File: config.mk
export PLATFORM = sky130hd
export DESIGN_NAME = mem_arbiter
export DESIGN_NICKNAME = d
export VERILOG_FILES = /design/src/rtl/mem_arbiter.sv
export SDC_FILE = /design/constraint.sdc
export NUM_CORES = 1
export LEC_CHECK = 0
export ABC_AREA = 1
export CAP_MARGIN = 20
export CORE_MARGIN = 3
export CORE_UTILIZATION = 37
export CTS_CLUSTER_DIAMETER = 150
export DETAILED_ROUTE_END_ITERATION = 8
export PLACE_DENSITY_LB_ADDON = 0.2
export RECOVER_POWER = 50
export SYNTH_ARGS = -nofsm -noshare
export SYNTH_HDL_FRONTEND = slang
export SYNTH_SLANG_ARGS = --single-unit
File: constraint.sdc
create_clock -name clk -period 1.7 [get_ports clk]
set_input_delay 0.255 -clock clk [delete_from_list [all_inputs] [get_ports clk]]
set_output_delay 0.255 -clock clk [all_outputs]
set_load 0.01 [all_outputs]
File: src/rtl/mem_arbiter.sv
// Two-port round-robin arbiter and sequencer in front of a single-port memory.
// Each access runs IDLE -> ACCESS -> RESP and returns a one-cycle ack to the winner.
module mem_arbiter #(
    parameter int ADDR_W    = 16,
    parameter int DATA_W    = 8,
    parameter int MEM_DEPTH = 1025
) (
    input  logic              clk,
    input  logic              rst,
    input  logic              a_req,
    input  logic              a_we,
    input  logic [ADDR_W-1:0] a_addr,
    input  logic [DATA_W-1:0] a_wdata,
    output logic              a_ack,
    output logic [DATA_W-1:0] a_rdata,
    output logic              a_err,
    input  logic              b_req,
    input  logic              b_we,
    input  logic [ADDR_W-1:0] b_addr,
    input  logic [DATA_W-1:0] b_wdata,
    output logic              b_ack,
    output logic [DATA_W-1:0] b_rdata,
    output logic              b_err,
    output logic              mem_ce,
    output logic              mem_w,
    output logic              mem_r,
    output logic              mem_oe,
    output logic [ADDR_W-1:0] mem_addr,
    output logic [DATA_W-1:0] mem_wdata,
    input  logic [DATA_W-1:0] mem_rdata,
    output logic              mem_rst,
    output logic [1:0]        dbg_state
);

    // Handshake: a requester raises req with a stable command and holds both
    // until its ack pulse; ack is high for exactly one cycle per accepted request
    // and req is not sampled again until the arbiter is back in IDLE.

    typedef enum logic [1:0] {
        S_IDLE   = 2'd0,
        S_ACCESS = 2'd1,
        S_RESP   = 2'd2
    } state_t;

    localparam logic [ADDR_W:0] DEPTH_L = (ADDR_W + 1)'(MEM_DEPTH);

    state_t            state;
    state_t            state_next;
    logic              last_grant;  // 0 = A, 1 = B
    logic              grant_b;
    logic              any_req;
    logic              cmd_id;
    logic              cmd_we;
    logic [ADDR_W-1:0] cmd_addr;
    logic [DATA_W-1:0] cmd_wdata;
    logic [DATA_W-1:0] rdata_q;
    logic              err_q;
    logic              in_range;
    logic              resp;

    assign any_req  = a_req | b_req;
    // On a tie the port that was not granted last time wins.
    assign grant_b  = b_req & (~a_req | (last_grant == 1'b0));
    assign in_range = ({1'b0, cmd_addr} < DEPTH_L);

    always_ff @(posedge clk) begin
        if (!rst) begin
            state      <= S_IDLE;
            last_grant <= 1'b1;
            cmd_id     <= 1'b0;
            cmd_we     <= 1'b0;
            cmd_addr   <= '0;
            cmd_wdata  <= '0;
            rdata_q    <= '0;
            err_q      <= 1'b0;
        end else begin
            state <= state_next;
            if (state == S_IDLE && any_req) begin
                last_grant <= grant_b;
                cmd_id     <= grant_b;
                cmd_we     <= grant_b ? b_we    : a_we;
                cmd_addr   <= grant_b ? b_addr  : a_addr;
                cmd_wdata  <= grant_b ? b_wdata : a_wdata;
            end
            if (state == S_ACCESS) begin
                err_q   <= ~in_range;
                rdata_q <= (in_range && !cmd_we) ? mem_rdata : '0;
            end
        end
    end

    always_comb begin
        state_next = state;
        mem_ce     = 1'b0;
        mem_w      = 1'b0;
        mem_r      = 1'b0;
        mem_oe     = 1'b0;
        case (state)
            S_IDLE: begin
                if (any_req) state_next = S_ACCESS;
            end
            S_ACCESS: begin
                // Reset low during ACCESS blocks the memory strobe immediately.
                mem_ce     = in_range & rst;
                mem_w      = cmd_we & in_range & rst;
                mem_r      = ~cmd_we & in_range & rst;
                mem_oe     = ~cmd_we & in_range & rst;
                state_next = S_RESP;
            end
            S_RESP: begin
                state_next = S_IDLE;
            end
            default: begin
                state_next = S_IDLE;
            end
        endcase
    end

    // Command register only changes on entry to ACCESS, so these hold otherwise.
    assign mem_addr  = cmd_addr;
    assign mem_wdata = cmd_wdata;
    assign mem_rst   = ~rst;

    assign resp    = (state == S_RESP);
    assign a_ack   = resp & ~cmd_id;
    assign b_ack   = resp & cmd_id;
    assign a_rdata = a_ack ? rdata_q : '0;
    assign b_rdata = b_ack ? rdata_q : '0;
    assign a_err   = a_ack & err_q;
    assign b_err   = b_ack & err_q;

    assign dbg_state = state;

endmodule

Word level (Yosys, flattened, before mapping). Index checks and enable logic that the tools add are counted.

Bits in registers: 38. Input bits: 62. Output and inout bits: 51. Word-level logic and storage cells: 45.

Order comparisons: 1. Equality and inequality tests: 3. Multiplexer cells: 11. Bitwise operators: 18. Reductions and logical operators: 4.

Operator list (count): 2-to-1 mux 8 bit (4); less-than comparator 16 x 11 -> 1 bit, second input constant (1); 2-to-1 mux 16 bit (1); bitwise AND 1 bit (10); inverter 1 bit (6); 2-to-1 mux 1 bit (4); one-hot mux 2 bit (2 select lines) (1); == test 2 x 1 -> 1 bit, second input constant (1); == test 2 bit, second input constant (1); logical AND 1 bit (2); zero test 2 bit (1); 2-to-1 mux 2 bit (1); != test 2 bit, second input constant (1); OR 1 bit (2); zero test 1 bit (1).

Logic depth before layout (Yosys ltp).
Depth after elaboration: 4. Mapped depth: 8. Gate-level depth less buffers: 7.

Worst setup path before layout. OpenSTA, ideal clock, no wires.

Kind: register to output. From: register state[0], in the netlist dbg_state[0]. To: output mem_r. Arrival time: 1.327 ns. Data required time: 1.445 ns. Setup slack: 0.118 ns. Cell stages (with the launch flop): 8. Path buffers: 1. Path through: dfxtp_1 > nand2_1 > nor2_1 > nand2_1 > nor2_4 > nand3_1 > nor2_1 > buf_4.

Cells in the longest elaborated chain, start to end: 2.

RTL lines: start, declared (line 47) `state_t state;`; start signal, assigned (line 77) `state <= state_next;`; == test 2 x 1 -> 1 bit; 2-to-1 mux 1 bit; end, declared (line 26) `output logic mem_r,`.

No other way between the ends.

Worst setup path in the final report.
From: register state[1], in the netlist dbg_state[1]. To: output a_rdata[5].

Cells in the longest elaborated chain, start to end: 3.

RTL lines: == test 2 bit (line 124) `assign resp = (state == S_RESP);`; bitwise AND 1 bit (line 125) `assign a_ack = resp & ~cmd_id;`; 2-to-1 mux 8 bit (line 127) `assign a_rdata = a_ack ? rdata_q : '0;`; end, declared (line 15) `output logic [DATA_W-1:0] a_rdata,`.

No other way between the ends.

==> impl_metrics.toml <==
[run_status]
outcome = "complete, no violations"

[sta]
slew_violations = 0
slew-limit-headroom_pct = 68.05
clock.fmax_ghz = 0.6023
setup_viol = 0
finalCritPeriodShare_pct = 97.66
skew_ns = 0.003022
rsz0062_at_grt = "true"
tns_ns = 0
finalCriticalPeriod_ns = 1.660
tightest_slew_ns = 0.4775
finalHoldViolations = 0

[critical_path]
rrSetupSlack_ns = 0.08
reg2reg_depth = 6
worstSetupEndpoint = "a_rdata[5]"
r2r-end = "mem_addr[1]"
rr_startpoint = "dbg_state[0]"
worstSetupEndpointType = "primary output"
start_kind = "flop"
cp-startpoint = "dbg_state[1]"
crit_arrival_ns = 1.41
required_ns = 1.44
crit_type = "reg -> out"
crit_fanout = 6

[placement]
place_hpwl_um = 4124
placed_cell_area_um2 = 3268
finalWeightedCongestion = 0.8057
dpl.cell_count = 475
numPortBuffers = 112

[grt]
antenna_found_initial = 0
grt_pass1_vias = 2268
grt-ovfl-total = 0
grt.total_usage_pct = 19.22
grt_pass1_wl_um = 9542
grt_max_degree = 44

[yosys]
synth_top_area_share_pct = 40.70
yosysMostFrequentCell = "nand2_1"
synth_ff_type = "dfxtp_1"
synth_nets = 343
syn_area_um2 = 1869
synthArstFlopShare_pct = 0
synth.distinct_cells = 20
synth_warnings = 0
syn_area_per_cell_um2 = 6.652
ys_seq_elements = 38
synth_area_leaders = "dfxtp_1 (41%), nand2_1 (15%), a31oi_1 (8.4%), nor2_1 (7.8%), inv_1 (6.6%)"
synth_edf_count = 0
yosys.area.top_type = "dfxtp_1"
synth_commonest_cells = "nand2_1 (74), nor2_1 (39), dfxtp_1 (38)"
synthCells = 281
seq_area_frac_synth_pct = 40.70

[detailed_routing]
wl_met1_um = 2248
drt_iter0_drc = 47
dr_wl_met3_um = 432
first_pass_iters = 4
drc = 0
via_count = 2277
dr_wl_met2_um = 2878
topRoutingLayerUsed = "met4"
wl_per_cell_um = 11.65
routed_via_density = 4.695
wl_um = 5650
postRouteAntennaNets = 0

[die]
io_pins = 113
core_area_um2 = 4817
die_h_um = 77.08
rows = 25
start_util_pct = 38.81
chipWidth_um = 77.08
die_area_um2 = 5941

[power]
max-vdd-ir-drop_mv = 0.4776
leakage_nw = 1.517
p_per_area_nw_per_um2 = 759.8

[layout]
antennaDiodeCount = 0
area_growth_pct = 82.53
layoutNonFillerInstCount = 485
final_layout_size_suffix_gt1_share_pct = 21.77
nFillCells = 429
stdcell_area_um2 = 3412
nNetsFinal = 479

[clock_tree]
clk_pin_slew_ns = 0.07
cts_sinks = 38
cts_root_buffer = "clkbuf_8"
holdBufCountCts = 0
cts_buffers = 5
htreeDepth = 2
tritoncts = "done"
clock_path_buffers = 2
clock_latency_ns = 0.28

[worst_hold_path]
hp-class = "reg -> reg"

[job]
cap_violations = 0
routing by layer:
layer	up-vias	global-route usage, %
li1	1183	-
met1	1004	20.04
met2	79	36.32
met3	11	5.634
met4	0	6.584
met5	-	0
per-stage QoR:
step / power (mW) / util (%) / hold slack (ns) / worst slack [ns]
global placement: 1.840 / 67.84 / 0.4566 / -0.1537
floorplan: 1.387 / - / 0.4080 / 0.1179
detailed placement: 1.852 / 67.84 / 0.4590 / -0.1597
finish: 2.593 / 70.83 / 0.4722 / 0.03974
CTS: 2.611 / 69.90 / 0.4715 / -0.08477
global route: 2.747 / 70.83 / 0.4960 / -0.07741
final cells by class:
class	instances	area [um2]	area share [%]
multi-input cells	190	960.9	28.16
repair buffers	146	1359	39.82
inverters	36	135.1	3.960
clock inverters	3	40.04	1.173
flip-flops and latches	38	764.5	22.41
clock buffers	5	68.82	2.017
well taps	67	83.83	2.457
repair_timing:
action / 4_1_cts / 5_1_grt
buffers inserted: 1 / 1
endpoints found under the hold margin: 0 / 0
pin swaps: 0 / 8
endpoints found under the setup margin: 25 / 22
resized for setup: 62 / 53
where the power goes:
part           switching, mW  internal [mW]
logic                  0.365          0.456
registers             0.0519          0.979
clock network          0.309          0.432
total                  0.726           1.87
cells by family after synthesis:
family,Yosys count,synth area share (%)
compound gates,52,15.60
buf+inv,53,12.38
flops,38,40.70
simple gates,138,31.33
worst max-delay path, cell delays in order (launching register included):
cell	delay (ns)
dfxtp_2	0.34
inv_2	0.04
buf_6	0.11
nor3_4	0.17
inv_2	0.08
buf_8	0.15
nor2_2	0.09
buf_2	0.14
cell usage in the layout, fill, tap and decap left out, types with 6 or more instances in the layout:
master	netlist	final
o21ai_1	24	24
a31oi_1	25	25
inv_1	33	31
nand3_1	10	9
nand2_1	74	72
nor2_2	0	7
clkbuf_2	0	10
nor2_4	1	6
nand4_1	8	8
buf_4	1	26
buf_2	5	6
clkdlybuf4s50_1	0	80
nor2_1	39	28
dlygate4sd3_1	0	7
dfxtp_1	38	35
worst min path at each step:
stage | startpoint | endpoint | slack, ns | cells past startpoint
2_1_floorplan | a_addr[3] | mem_addr[3] | 0.41 | 2
3_3_place_gp | rdata_q[0] | rdata_q[0] | 0.46 | 2
3_5_place_dp | rdata_q[5] | rdata_q[5] | 0.46 | 2
4_1_cts | rdata_q[5] | rdata_q[5] | 0.47 | 2
5_1_grt | rdata_q[0] | rdata_q[0] | 0.50 | 2
6_report | rdata_q[3] | rdata_q[3] | 0.47 | 2
flip-flops by register name, indices dropped and copies added, names as in the netlist:
register,flops
cmd_we,1
mem_addr,16
last_grant,1
cmd_id,1
err_q,1
mem_wdata,8
rdata_q,8
dbg_state,2
(Power assumes the default switching activity.)
==> variant 1 (same settings) <==
Register the outputs `a_err` and `b_err`, cleared by the reset; this adds one clock of latency there. The other outputs are not delayed to match.
--- a/src/rtl/mem_arbiter.sv
+++ b/src/rtl/mem_arbiter.sv
@@ -128,4 +128,11 @@
     assign b_rdata = b_ack ? rdata_q : '0;
-    assign a_err   = a_ack & err_q;
-    assign b_err   = b_ack & err_q;
+    always_ff @(posedge clk) begin
+        if (!rst) begin
+            a_err <= '0;
+            b_err <= '0;
+        end else begin
+            a_err <= a_ack & err_q;
+            b_err <= b_ack & err_q;
+        end
+    end
 
Behaviour: not the same (Yosys sat finds a counterexample within 4 cycles, from zero or initial values and one cycle with rst low).
==> variant 1 against the original RTL <==
Design area about the same; clock skew rose by 0.00065 ns; synthesized area increased by 2.1%; via count increased by 1.1%; count of clock-buffer cells in the layout up 1; sequential cell count rose by 2; final cell count rose by 1.6%; non-clock buffer count is 8 higher; routed wire length rose by 5.1%; critical path type unchanged; sequential power increased by 5%; setup slack worse by 0.030 ns; clock power fell by 21%; power shrank 4.8%.
==> variant 1: results (changes against the original RTL) <==
stage	metric	value	unit	change
grt	first_global_vias	2186		-3.6%
grt	gr_util_met2	37.7	%	+1.3 points
grt	grt.met1_usage	18.7	%	-1.3 points
timing	max_slew.worst_pin.slew	0.361	ns	-0.116 ns
critical_path	critPathCapture	mem_r		
route	wl	5940	um	+5.1%
timing	worst_hold_slack	0.464	ns	-0.00869 ns
grt	track_usage	19.6	%	+0.38 points
power_and_ir_drop	total_power	2.47	mW	-4.8%
placement	post_dp_cell_area	0.00329	mm2	+0.77%
route	post_drt_wl_per_cell	12.0	um	+3.4%
placement	pre_cts_slack	-0.152	ns	+0.00729 ns
route	drt_iter0_markers	44		-6.4%
grt	pin_count_of_the_biggest_net_entering_global_routing	37		-16%
placement	dp_cells	479		+0.84%
worst_hold_path	hold_start	last_grant		
power_and_ir_drop	powerSeq	1.08	mW	+5%
clock_tree	clk_pin_slew	0.07	ns	about the same
grt	global_route_met3_usage	6.84	%	+1.2 points
layout	fraction_of_layout_cells_with_a_size_suffix_above_1	20.0	%	-1.8 points
critical_path	cp_max_fo	3		-3
critical_path	critical_r2r_capture	mem_addr[15]		
layout	fin_nets	488		+1.9%
placement	gp_routability_congestion	0.786		-2.5%
critical_path	arrival_time_of_data_at_the_critical_path_endpoint	1.44	ns	+0.03 ns
synthesis	synth-compound-area-share	15.7	%	+0.066 points
clock_tree	cts_setup_buffers	5		+4
route	post_detailed_route_via_to_cell_ratio	4.67		-0.59%
grt	global_route_wire_length_before_repair	9520	um	-0.21%
route	drt_pass1_iterations	5		+1
synthesis	synth_top_cells_by_area	sky130_fd_sc_hd__dfxtp_1 42%, sky130_fd_sc_hd__nand2_1 14%, sky130_fd_sc_hd__a31oi_1 8.2%		
placement	dpl.hpwl	4480	um	+8.6%
synthesis	synth_fp_nets	344		+0.29%
synthesis	synth.lib_cells_used.distinct	22		+10%
status	run_status	finished, final reports clean		
worst_hold_path	hold-path-endpoint	last_grant		
clock_tree	ctsResizeCount	38		-39%
synthesis	synth.yosys.seq_area_share	41.9	%	+1.2 points
critical_path	worst-r2r-setup-slack	0.29	ns	+0.21 ns
synthesis	postSynthAreaPerCell	6.77	um2	+1.8%
timing	finClkSkew	0.00368	ns	+0.000654 ns
critical_path	timing.rr.start	dbg_state[0]		
timing	final_critical_path_setup_slack	0.00926	ns	-0.0305 ns
critical_path	critical_path.startpoint	dbg_state[1]		
power_and_ir_drop	power.ir.vdd_worst	0.444	mV	-6.9%
power_and_ir_drop	portion_of_total_power_attributed_to_the_clock_network	23.6	%	-5.0 points
grt	antenna_violations_before_repair	0		unchanged
variant 1: critical path, stage by stage (launching register included):
cell and delay [ns]:
sky130_fd_sc_hd__dfxtp_2 0.34, sky130_fd_sc_hd__inv_4 0.09, sky130_fd_sc_hd__nand2_4 0.07, sky130_fd_sc_hd__nor2_4 0.10, sky130_fd_sc_hd__nand2_2 0.06, sky130_fd_sc_hd__nor2_4 0.14, sky130_fd_sc_hd__nand3_2 0.11, sky130_fd_sc_hd__nor2_2 0.10
sky130_fd_sc_hd__buf_2 0.14
variant 1: area by class of cell:
type	instances	area, um2
Fill cell	443	1440
Timing Repair Buffer	154	1370
Tap cell	67	83.8
Sequential cell	40	808
Clock inverter	1	5.00
Multi-Input combinational cell	190	936
Inverter	35	134
Clock buffer	6	72.6
variant 1: layer usage:
metal | part of all wire (%) | wire length, um | up-vias
met5 | 0 | 0 | -
met4 | 3.5 | 206 | 0
met3 | 7.8 | 461 | 17
met2 | 52 | 3080 | 79
met1 | 37 | 2200 | 1006
li1 | - | - | 1199
==> variant 2 (same flow settings) <==
Made on the original files. The parameter `DATA_W` goes from 8 to 10.
--- a/src/rtl/mem_arbiter.sv
+++ b/src/rtl/mem_arbiter.sv
@@ -4,3 +4,3 @@
     parameter int ADDR_W    = 16,
-    parameter int DATA_W    = 8,
+    parameter int DATA_W    = 10,
     parameter int MEM_DEPTH = 1025
Interface: changed (6 resized); port bits go from 113 to 125. The function was not compared with the original's and may differ.
==> variant 2 against the original RTL <==
The flow now finishes with violations (negative setup slack); synthesized area increased by 8.1%; power is 5.9% higher; sequential share of layout area shrank 0.19 points; sequential cell count is 4 higher; setup slack got worse by 0.26 ns; design area grew 12%; core utilization increased by 2.7 points; routed wire length is 23% higher; highest routed layer unchanged.
==> variant 2: results (changes against the original RTL) <==
stage	metric	value	unit	change
status	run_status	finished, violations left		
status	violations	negative setup slack		
synthesis	synth-compound-area-share	16.0	%	+0.44 points
clock_tree	clk_latency	0.29	ns	
placement	place.port_buffers	124		+11%
synthesis	postSynthCellCount	305		+8.5%
synthesis	yosysWarningCount	0		unchanged
clock_tree	cts_root_buf	sky130_fd_sc_hd__clkbuf_8		
route	drt_iter0_markers	180		+280%
power_and_ir_drop	power.ir.vdd_worst	0.452	mV	-5.3%
placement	dpl.hpwl	4590	um	+11%
timing	post-route-min-period	1.92	ns	+0.258 ns
layout	fraction_of_layout_cells_with_a_size_suffix_above_1	24.1	%	+2.3 points
route	post_drt_wl_per_cell	13.0	um	+11%
layout	final.fill_count	421		-1.9%
grt	first_global_vias	2310		+1.9%
grt	pin_count_of_the_biggest_net_entering_global_routing	57		+30%
layout	fin_cells	535		+10%
placement	dp_cells	509		+7.2%
timing	worst_hold_slack	0.471	ns	-0.00147 ns
synthesis	synth_top_cells_by_area	sky130_fd_sc_hd__dfxtp_1 42%, sky130_fd_sc_hd__nand2_1 14%, sky130_fd_sc_hd__a31oi_1 8.4%		
grt	global_route_wire_length_before_repair	10700	um	+13%
critical_path	cp_max_fo	3		-3
timing	finClkSkew	0.00814	ns	+0.00512 ns
synthesis	post_synth_most_frequent_cells	77 x sky130_fd_sc_hd__nand2_1, 44 x sky130_fd_sc_hd__nor2_1, 42 x sky130_fd_sc_hd__dfxtp_1		
route	num_vias	2543		+12%
synthesis	synth_fp_nets	373		+8.7%
timing	final_critical_path_setup_slack	-0.219	ns	-0.258 ns
timing	maxSlewHeadroom	68.2	%	+0.12 points
critical_path	worst-r2r-setup-slack	0.06	ns	-0.02 ns
power_and_ir_drop	power.leakage	1.71	nW	+13%
route	drt_pass1_iterations	5		+1
placement	post_dp_cell_area	0.00351	mm2	+7.5%
synthesis	synthFlopType	sky130_fd_sc_hd__dfxtp_1		
critical_path	arrival_time_of_data_at_the_critical_path_endpoint	1.66	ns	+0.25 ns
timing	totalNegativeSetupSlack	-1.92	ns	-1.92 ns
layout	fin_nets	532		+11%
timing	report.final.setup_viol	14		+14
placement	gp_routability_congestion	0.733		-9.0%
synthesis	async_set_reset_flop_share_out_of_synthesis	0	%	unchanged
clock_tree	clk_pin_slew	0.08	ns	
synthesis	synth.yosys.seq_area_share	41.6	%	+0.91 points
placement	pre_cts_slack	-0.187	ns	-0.0274 ns
grt	track_usage	21.2	%	+2.0 points
## variant 2: final timing paths
path,from,cells past startpoint,to
setup / recovery,dbg_state[1],9,b_err
hold / removal,last_grant,2,last_grant
setup reg to reg,dbg_state[1],8,last_grant
hold reg to reg,last_grant,2,last_grant
## variant 2: logic make-up (layout without fill, tap and decap cells)
family          after synthesis  after routing
compound gates               58             58
simple gates                149            149
flops                        42             42
buf+inv                      56            216
## variant 2: what timing repair did
item,CTS,global route
gates resized for setup,132,35
buffers inserted,14,2
setup endpoints to repair,29,27
pin swaps,10,12
cloned,2,0
## variant 2: power by group
part / switching, mW / internal, mW / total [mW]
Clock: 0.332 / 0.432 / 0.764
Sequential: 0.0529 / 1.08 / 1.13
Combinational: 0.383 / 0.468 / 0.851
## variant 2: metal layers
metal  global-route usage [%]  share of wire, %  vias to the layer above  routed length, um
met5                        0                 0                        -                  0
met4                     5.07               2.0                        0                140
met3                     6.88               7.9                       12                547
met2                     37.4                51                       93               3530
met1                     24.7                39                     1133               2720
li1                         -                 -                     1305                  -
## variant 2: cell type report
class | instances | area (um2) | area share [%]
timing repair buffer | 172 | 1580 | 41.4
timing repair inverter | 2 | 15.0 | 0.393
clock buffer | 5 | 68.8 | 1.80
multi-input combinational | 207 | 1040 | 27.3
tap | 70 | 87.6 | 2.29
inverter | 34 | 138 | 3.60
sequential | 42 | 850 | 22.2
clock inverter | 3 | 40.0 | 1.05
## variant 2: worst max-delay path, delay by kind of cell, from the launching register on
family / cells / cell delay, ns
flops: 1 / 0.34
buf+inv: 7 / 0.78
simple gates: 2 / 0.24
